### config.mk
export PLATFORM = sky130hd
export DESIGN_NAME = hyperram_wb_arbiter
export DESIGN_NICKNAME = d
export VERILOG_FILES = /design/src/rtl/hyperram_arb_pkg.sv /design/src/rtl/hyperram_wb_arbiter_rr_grant.sv /design/src/rtl/hyperram_wb_arbiter.sv
export SDC_FILE = /design/constraint.sdc
export NUM_CORES = 1
export LEC_CHECK = 0
export CORE_AREA = 10 10 106 108
export DETAILED_ROUTE_END_ITERATION = 12
export DIE_AREA = 0 0 116 118
export PLACE_DENSITY_LB_ADDON = 0.3
export REMOVE_ABC_BUFFERS = 1
export SYNTH_ARGS = -nofsm -noshare
export SYNTH_HDL_FRONTEND = slang
export SYNTH_HIERARCHICAL = 1
export SYNTH_SLANG_ARGS = --single-unit
### constraint.sdc
create_clock -name clock -period 4.8 [get_ports clock]
set_clock_uncertainty 0.05 [all_clocks]
set_input_delay 0.72 -clock clock [delete_from_list [all_inputs] [get_ports clock]]
set_output_delay 0.72 -clock clock [all_outputs]
set_load 0.05 [all_outputs]
### src/rtl/hyperram_arb_pkg.sv
// Shared types and constants for the HyperRAM Wishbone arbiter.
// Holds the FSM state encoding, Wishbone CTI tags and bus field widths.
package hyperram_arb_pkg;

  localparam int ADR_W = 30;
  localparam int DAT_W = 32;
  localparam int SEL_W = 4;

  localparam logic [2:0] CTI_CLASSIC = 3'b000;
  localparam logic [2:0] CTI_CONST   = 3'b001;
  localparam logic [2:0] CTI_INCR    = 3'b010;
  localparam logic [2:0] CTI_END     = 3'b111;

  typedef enum logic [1:0] {
    ST_IDLE  = 2'd0,
    ST_BUSY  = 2'd1,
    ST_ABORT = 2'd2
  } arb_state_e;

endpackage

### src/rtl/hyperram_wb_arbiter_rr_grant.sv
// Combinational round-robin picker: returns the first requester after
// last_grant, wrapping from N-1 back to 0.
module rr_grant #(
  parameter int N  = 2,
  parameter int GW = (N > 1) ? $clog2(N) : 1
) (
  input  logic [N-1:0]  req,
  input  logic [GW-1:0] last_grant,
  output logic [GW-1:0] grant,
  output logic          valid
);

  // Scan from lowest priority (last_grant itself) to highest (last_grant+1)
  // so the nearest requester after last_grant is written last and wins.
  always_comb begin : pick
    int idx;
    grant = '0;
    valid = 1'b0;
    idx   = 0;
    for (int i = N; i >= 1; i--) begin
      idx = int'(last_grant) + i;
      if (idx >= N) idx = idx - N;
      if (req[idx]) begin
        grant = GW'(idx);
        valid = 1'b1;
      end
    end
  end

endmodule

### src/rtl/hyperram_wb_arbiter.sv
// Round-robin arbiter sharing one HyperRAM Wishbone slave port among
// NUM_MASTERS masters, with a per-access wait timeout that aborts with err.
module hyperram_wb_arbiter
  import hyperram_arb_pkg::*;
#(
  parameter int NUM_MASTERS = 2,
  parameter int TIMEOUT     = 1024
) (
  input  logic                         clock,
  input  logic                         reset,
  input  logic [ADR_W*NUM_MASTERS-1:0] m_adr,
  input  logic [DAT_W*NUM_MASTERS-1:0] m_dat_w,
  input  logic [SEL_W*NUM_MASTERS-1:0] m_sel,
  input  logic [NUM_MASTERS-1:0]       m_cyc,
  input  logic [NUM_MASTERS-1:0]       m_stb,
  input  logic [NUM_MASTERS-1:0]       m_we,
  input  logic [3*NUM_MASTERS-1:0]     m_cti,
  input  logic [2*NUM_MASTERS-1:0]     m_bte,
  output logic [DAT_W-1:0]             m_dat_r,
  output logic [NUM_MASTERS-1:0]       m_ack,
  output logic [NUM_MASTERS-1:0]       m_err,
  output logic [ADR_W-1:0]             s_adr,
  output logic [DAT_W-1:0]             s_dat_w,
  output logic [SEL_W-1:0]             s_sel,
  output logic                         s_cyc,
  output logic                         s_stb,
  output logic                         s_we,
  output logic [2:0]                   s_cti,
  output logic [1:0]                   s_bte,
  input  logic [DAT_W-1:0]             s_dat_r,
  input  logic                         s_ack,
  input  logic                         s_err,
  output arb_state_e                   dbg_state,
  output logic [$clog2(NUM_MASTERS)-1:0] dbg_grant
);

  localparam int GW = $clog2(NUM_MASTERS);
  localparam int CW = $clog2(TIMEOUT + 1);

  // Valid/ready: a master's access is offered while m_cyc&m_stb are high and
  // completes in the cycle its m_ack (or m_err) is high; grant holds while m_cyc stays high.
  arb_state_e    state, state_nx;
  logic [GW-1:0] grant, last_grant, pick;
  logic          pick_valid;
  logic [CW-1:0] wait_cnt;
  logic          abort_first;
  logic          g_cyc, g_stb, timeout_hit;

  rr_grant #(.N(NUM_MASTERS), .GW(GW)) u_rr_grant (
    .req        (m_cyc),
    .last_grant (last_grant),
    .grant      (pick),
    .valid      (pick_valid)
  );

  assign g_cyc       = m_cyc[grant];
  assign g_stb       = m_stb[grant] & g_cyc;
  assign timeout_hit = (state == ST_BUSY) && g_stb && !s_ack && !s_err &&
                       (wait_cnt == CW'(TIMEOUT - 1));

  always_comb begin
    state_nx = state;
    case (state)
      ST_IDLE:  if (pick_valid) state_nx = ST_BUSY;
      ST_BUSY:  if (!g_cyc) state_nx = ST_IDLE;
                else if (timeout_hit) state_nx = ST_ABORT;
      ST_ABORT: if (!g_cyc) state_nx = ST_IDLE;
      default:  state_nx = ST_IDLE;
    endcase
  end

  always_ff @(posedge clock or posedge reset) begin
    if (reset) begin
      state       <= ST_IDLE;
      grant       <= '0;
      last_grant  <= GW'(NUM_MASTERS - 1);
      wait_cnt    <= '0;
      abort_first <= 1'b0;
    end else begin
      state       <= state_nx;
      abort_first <= (state == ST_BUSY) && (state_nx == ST_ABORT);
      if (state == ST_IDLE && pick_valid) begin
        grant      <= pick;
        last_grant <= pick;
      end
      if (state != ST_BUSY || s_ack || s_err) wait_cnt <= '0;
      else if (g_stb) wait_cnt <= wait_cnt + 1'b1;
    end
  end

  // Acks/errs are gated by the granted m_cyc so nothing reaches a master that has left.
  always_comb begin
    s_adr   = '0;
    s_dat_w = '0;
    s_sel   = '0;
    s_cyc   = 1'b0;
    s_stb   = 1'b0;
    s_we    = 1'b0;
    s_cti   = '0;
    s_bte   = '0;
    m_ack   = '0;
    m_err   = '0;
    if (state == ST_BUSY) begin
      s_cyc   = g_cyc;
      s_stb   = g_stb;
      s_adr   = m_adr[int'(grant)*ADR_W +: ADR_W];
      s_dat_w = m_dat_w[int'(grant)*DAT_W +: DAT_W];
      s_sel   = m_sel[int'(grant)*SEL_W +: SEL_W];
      s_we    = m_we[grant];
      s_cti   = m_cti[int'(grant)*3 +: 3];
      s_bte   = m_bte[int'(grant)*2 +: 2];
      m_ack[grant] = s_ack & g_cyc;
      m_err[grant] = s_err & g_cyc;
    end else if (state == ST_ABORT) begin
      m_err[grant] = abort_first;
    end
  end

  assign m_dat_r   = s_dat_r;
  assign dbg_state = state;
  assign dbg_grant = grant;

endmodule

Yosys cells after proc, flatten, opt, wreduce, memory -nomap -nowiden
Cells that the tools add are included.

storage, ports and cells
  register bits after elaboration = 16

cells by class
  $mul = 2
  shifts and indexed selects = 5
  $add $sub $neg = 5
  mux-type cells = 38
  eq/ne operators = 5
  reduce and logical (&&, ||, !) cells = 13
  $lt $le $gt $ge = 6
  bitwise operators = 6

operators by type and width
  kind                     number
  $mux W32                 3
  $ge A32 B3 Y1 const B    2
  $lt A32 B3 Y1 const B    2
  $shiftx A64 B7 Y32       1
  $sub A32 B3 Y32 const B  2
  $shiftx A60 B7 Y30       1
  $mux W30                 1
  $mux W11                 2
  $mux W1                  20
  $mux W2                  8
  $add A11 B1 Y11 const B  1
  $eq A11 B10 Y1 const B   1
  $shiftx A8 B4 Y4         1
  $logic_and A1 B1 Y1      7
  $and A2 B2 Y2            3
  $pmux W2 S3              1
  $shiftx A6 B4 Y3         1
  $mul A1 B4 Y5 const B    1
  $eq A2 B2 Y1 const B     2
  $mux W4                  1
  $shiftx A4 B3 Y2         1
  $add A1 B2 Y3 const B    1
  $and A1 B1 Y1            3
  $mul A1 B2 Y3 const B    1
  11 further kinds         13

Depth between registers and ports, before layout
  depth in word-level cells = 12
  depth in mapped cells = 5
  gate-level depth less buffers = 5

Cells and area by module
The synthesis kept the hierarchy.

by module, submodules not included
  module               instances  cells each  seq. area each (µm²)  area each (µm²)
  hyperram_wb_arbiter  1          280         401.6                 2208.4
  rr_grant             1          2           0.0                   13.8

Least setup slack after synthesis
Ideal clock, no wire load.

  path kind = reg-to-output
  from = reg grant (netlist: dbg_grant)
  to = out m_err[1]
  path slack = 1.166 ns
  cell stages (with the launch flop) = 6
  data arrival time = 2.864 ns
  cell sequence = dfrtp_1 > buf_2 > mux2_2 > nor2b_1 > a22oi_1 > nor2b_1

between the ends
  word-level cells in the longest chain between the ends = 7
  elaborated cells on any way between the ends = 12
  classes of those cells = 2 x order compare; 6 x mux; 3 x bitwise; 1 x reduce/logical

RTL lines
  item                                                                       line                                                    text
  start: declaration                                                         hyperram_wb_arbiter.sv:43                               logic [GW-1:0] grant, last_grant, pick;
  start signal: assignment                                                   hyperram_wb_arbiter.sv:83                               grant <= pick;
  $lt A1 B2 Y1 (not written as such) / $ge A1 B1 Y1 (equally long branches)  hyperram_wb_arbiter.sv:113, hyperram_wb_arbiter.sv:115
  $logic_and A1 B1 Y1 (not written as such)                                  hyperram_wb_arbiter.sv:113, hyperram_wb_arbiter.sv:115
  $mux W1 (not written as such)                                              hyperram_wb_arbiter.sv:113, hyperram_wb_arbiter.sv:115
  $demux W1 S1                                                               hyperram_wb_arbiter.sv:113, hyperram_wb_arbiter.sv:115
  $and A2 B2 Y2 (no line)                                                    n/a
  $mux W2                                                                    hyperram_wb_arbiter.sv:114                              end else if (state == ST_ABORT) begin
  $mux W2 (*)                                                                hyperram_wb_arbiter.sv:103                              if (state == ST_BUSY) begin
  end: declaration                                                           hyperram_wb_arbiter.sv:21                               output logic [NUM_MASTERS-1:0] m_err,

Every way passes the cells marked *; elsewhere a longest branch is shown, timed or not. The select of a mux whose other input is x is not followed.

Worst setup path in the final report
  from = in m_cyc[0]
  to = out m_err[1]

between the ends
  word-level cells in the longest chain between the ends = 5

RTL lines
  item                                        line                        text
  start: declaration                          hyperram_wb_arbiter.sv:14   input logic [NUM_MASTERS-1:0] m_cyc,
  $mux W1 (not written as such) (2 in a row)  hyperram_wb_arbiter.sv:56   assign g_cyc = m_cyc[grant];
  $and A1 B1 Y1                               hyperram_wb_arbiter.sv:113  m_err[grant] = s_err & g_cyc;
  $and A2 B2 Y2 (no line)                     n/a
  $mux W2                                     hyperram_wb_arbiter.sv:103

No other way between the ends. The select of a mux whose other input is x is not followed.

==> results list <==
- The flow ran to the end, and the final reports show no timing, DRC or antenna violations.
* Initial antenna violation count: 0
- Clock-pin slew was measured on the worst setup and hold paths at 0.07 ns.
- The min-delay analysis places its worst path in the category register to register.
- After detailed routing, no signal wire sits above met5.
- The worst-case IR drop observed on VDD is 0.000247 V.
- Entering global routing, the biggest net connects 40 pins.
- In this run the number of H-tree levels came out at 1.
- Wires add up to 13.5 mm.
* Count of pins on the block boundary: 297
* Sequential element share of the synthesized area: 0.181
- Total of flip-flops plus latches after synthesis: 16
- Global routing finished with a remaining overflow of 0.
- Timing would allow up to 265 MHz.
- Share of cells above drive strength 1: 0.0466
- Detailed-route DRC error count: 0
- The largest individual stage delay along the critical path comes from the cell clkdlybuf4s50_1.
- Period minus WS final: 3.77 ns
- The worst hold path begins at wait_cnt[9].
* Logic depth of the worst register-to-register path: 5
- At the worst endpoint, the arrival time is 3.00 ns.
- The number of global-route vias before repair came to 2693.
- Leakage Power: 1.78 nW
* Setup Buffers After CTS: 0
- Most used DFF post-synth: dfrtp_1
* Final setup viols: 0
- Hold repair after CTS inserted 0 buffers.
* Min-Delay Endpoint: wait_cnt[9]
- Average cell area after synthesis: 7.88 sq um
* Period utilization: 0.785
- Met3 wire len: 2.12 mm
* Port Buffer Count: 232
- Counting both buffers and inverters, the worst setup path holds a total of 2.
- Kind of cell adding the most delay to the critical path: buffers and inverters
- For the pin with the worst max-slew slack, the measured transition is 0.648 ns.
- After technology mapping, the gate count stands at 282.
* Clock tree from TritonCTS: built
- The critical path goes through clkdlybuf4s50_1, mux2_2, nor2b_1, a22oi_1, nor2b_1, clkdlybuf4s50_1.
- Die height: 118 um
* Die width: 116 um
- STA puts the critical path data required time at 4.03 ns.
* Flop-to-flop setup slack: 2.56 ns
- Unique cell type count in the Yosys netlist: 33
- In this run, synthesis inferred 0 flip-flops with an integrated enable.
- Diode count: 0
* Capturing point of the worst reg2reg path: dbg_state[0]
- Starting DRC count in detailed routing: 135
- After detailed placement, the total cell area comes to 0.00440 sq mm.
- In this run the worst path has a maximum fanout of 5.
- Remaining antenna violation count after routing: 0
- Routed wire per std cell: 23.2 um
- Net count of the finished layout: 658
- After floorplanning, the core was sized to cover 0.00911 sq mm.
- The final count of hold timing violations is 0.
- The HPWL after detailed placement is 11.6 mm.
- On the worst path, the slowest cell contributes a delay of 0.81 ns.
- Starting density of the core: 0.244
* Post-synth top cells: nor2_1 (86), mux2i_1 (73), buf_4 (32), dfrtp_1 (15)
- The worst register-to-register path begins at dbg_grant.
- The pre-antenna-repair detailed-routing pass consisted of 4 iterations.
- The final max-slew violation count was 0.
* Clock network latency to the later pin of the worst-skew pair: 0.25 ns
- Number of buffers on the longest clock path: 2
- STA classifies the critical path endpoint as a primary output.
* Max capacitance violation total: 0
- Final weighted congestion in routability-driven placement: 0.816
- The number of placed instances, taps included, is 579.
* M1 wire length: 4.74 mm
- The synthesized netlist occupies a cell area of 0.00222 sq mm.
- Clock tree synthesis inserted a total of 3 buffers.
- By startpoint and endpoint, the worst setup path is classified as input pin to primary output.
- For this design the ratio of total power to cell area is 601 mW/mm^2.
- The number of gates resized after CTS was 0.
- Ranked by total cell area, the synthesized netlist is headed by mux2i_1 (33%), dfrtp_1 (17%), nor2_1 (15%), buf_4 (11%), xnor2_1 (3.5%).
- Area of all placed cells without fillers: 0.00446 sq mm
* Post-synth ARST share: 1.00
- By instance count, the leading cell after synthesis is nor2_1.
- Detailed routing placed a total of 6.51 mm of wire on met2.
- Number of placement rows: 35
* Worst-case headroom to the max-slew limit: 0.568
- Synth-to-layout area growth: 101%
* Overall die area: 0.0137 sq mm
* Kind of start point of the critical path: input pin
- For this block, the via count after detailed routing is 2682.
- For this run, the number of standard cells in the final layout without fillers is 583.
- Count of yosys warnings during synthesis: 6
- Via density per instance: 4.60
- Top cell type by total area after synthesis: mux2i_1
* Number of sinks driven by the clock tree: 16
- Setup repair after global routing missed its margin: false
- The worst hold path passes through 2 cells.
* Library cell used as clock root buffer: clkbuf_8
* Global-route wire length before repair: 18.9 mm
- All-layer global routing usage: 0.182
- Proportion of netlist area held by the largest area contributor: 0.329
-- worst min-delay path, delay by kind of cell, from the launching register on --
| family | cells | cell delay [ns] |
|---|---|---|
| XOR/XNOR | 1 | 0.08 |
| AND/OR/NAND/NOR | 1 | 0.07 |
| flip-flops | 1 | 0.38 |
-- per-stage QoR --
stage / setup WS (ns) / util / power, mW / hold slack (ns) / TNS, ns
2_1_floorplan: -1.16 / - / 1.80 / 0.474 / -4.25
3_3_place_gp: 1.07 / 0.483 / 2.56 / 0.500 / 0
3_5_place_dp: 1.03 / 0.483 / 2.58 / 0.504 / 0
4_1_cts: 1.02 / 0.489 / 2.71 / 0.528 / 0
5_1_grt: 0.881 / 0.489 / 2.79 / 0.558 / 0
6_report: 1.03 / 0.489 / 2.68 / 0.523 / 0
-- placed cells by master (no fill, tap or decap) --
| cell | n |
|---|---|
| a211oi_1 | 3 |
| nand2b_2 | 1 |
| a2111oi_4 | 1 |
| nand4b_4 | 1 |
| o21a_1 | 1 |
| or2_1 | 1 |
| dfrtp_1 | 14 |
| dfstp_2 | 1 |
| xnor2_1 | 9 |
| a21boi_1 | 1 |
| buf_4 | 4 |
| o21ai_1 | 1 |
| nor3b_1 | 1 |
| and3_1 | 1 |
| a21oi_1 | 4 |
| nand3_1 | 3 |
| nor2_1 | 86 |
| nand2_1 | 8 |
| nand4_2 | 1 |
| inv_1 | 3 |
| dfrtp_4 | 1 |
| clkbuf_8 | 4 |
| or4b_4 | 1 |
| or3b_4 | 1 |
| mux2i_1 | 73 |
| nand4_1 | 3 |
| mux2_2 | 3 |
| clkdlybuf4s50_1 | 232 |
| ha_1 | 1 |
| a22oi_1 | 1 |
| a31o_2 | 1 |
| a2111oi_2 | 2 |
| nor2b_1 | 4 |
-- sequential cells by signal (all words and copies together), names as in the netlist --
signal and cells:
last_grant 1, wait_cnt 11, abort_first 1, dbg_state 2, dbg_grant 1
-- where the power goes --
part / internal (mW) / leakage [nW] / total, mW / switching (mW)
combinational: 0.826 / 1.54 / 2.37 / 1.55
clock: 0.0729 / 0.0288 / 0.122 / 0.0491
sequential: 0.154 / 0.215 / 0.182 / 0.0275
total: 1.05 / 1.78 / 2.68 / 1.62
-- area by class of cell --
| type | count | area, sq um |
|---|---|---|
| clock buffers | 4 | 55.1 |
| fillers | 872 | 4650 |
| inverters | 3 | 11.3 |
| multi-input cells | 213 | 1490 |
| flip-flops and latches | 16 | 405 |
| well taps | 111 | 139 |
| repair buffers | 236 | 2350 |
-- cells by family (layout without fill, tap and decap cells) --
logic type	count (synthesis)	in the layout	share of synthesized area
AO/OA/AOI/OAI	15	15	0.0614
XOR/XNOR	9	9	0.0355
adder cells (fa/ha/maj)	1	1	0.00563
buffers and inverters	53	243	0.148
flip-flops	16	16	0.181
multiplexers	76	76	0.344
AND/OR/NAND/NOR	112	112	0.225
-- layer usage --
layer / global-route usage / vias up
met2: 0.303 / 162
met5: 0.0392 / -
met1: 0.186 / 1205
met3: 0.124 / 9
li1: - / 1304
met4: 0.0243 / 2
-- worst max-delay path by stage --
stage / startpoint / end / slack (ns) / depth (start not counted)
2_1_floorplan: dbg_grant / m_err[1] / -1.16 / 4
3_3_place_gp: m_cyc[0] / m_err[1] / 1.07 / 6
3_5_place_dp: m_cyc[0] / m_err[1] / 1.03 / 6
4_1_cts: m_cyc[0] / m_err[1] / 1.02 / 6
5_1_grt: m_cyc[0] / m_err[0] / 0.88 / 6
6_report: m_cyc[0] / m_err[1] / 1.03 / 6
(Power assumes the default switching activity.)
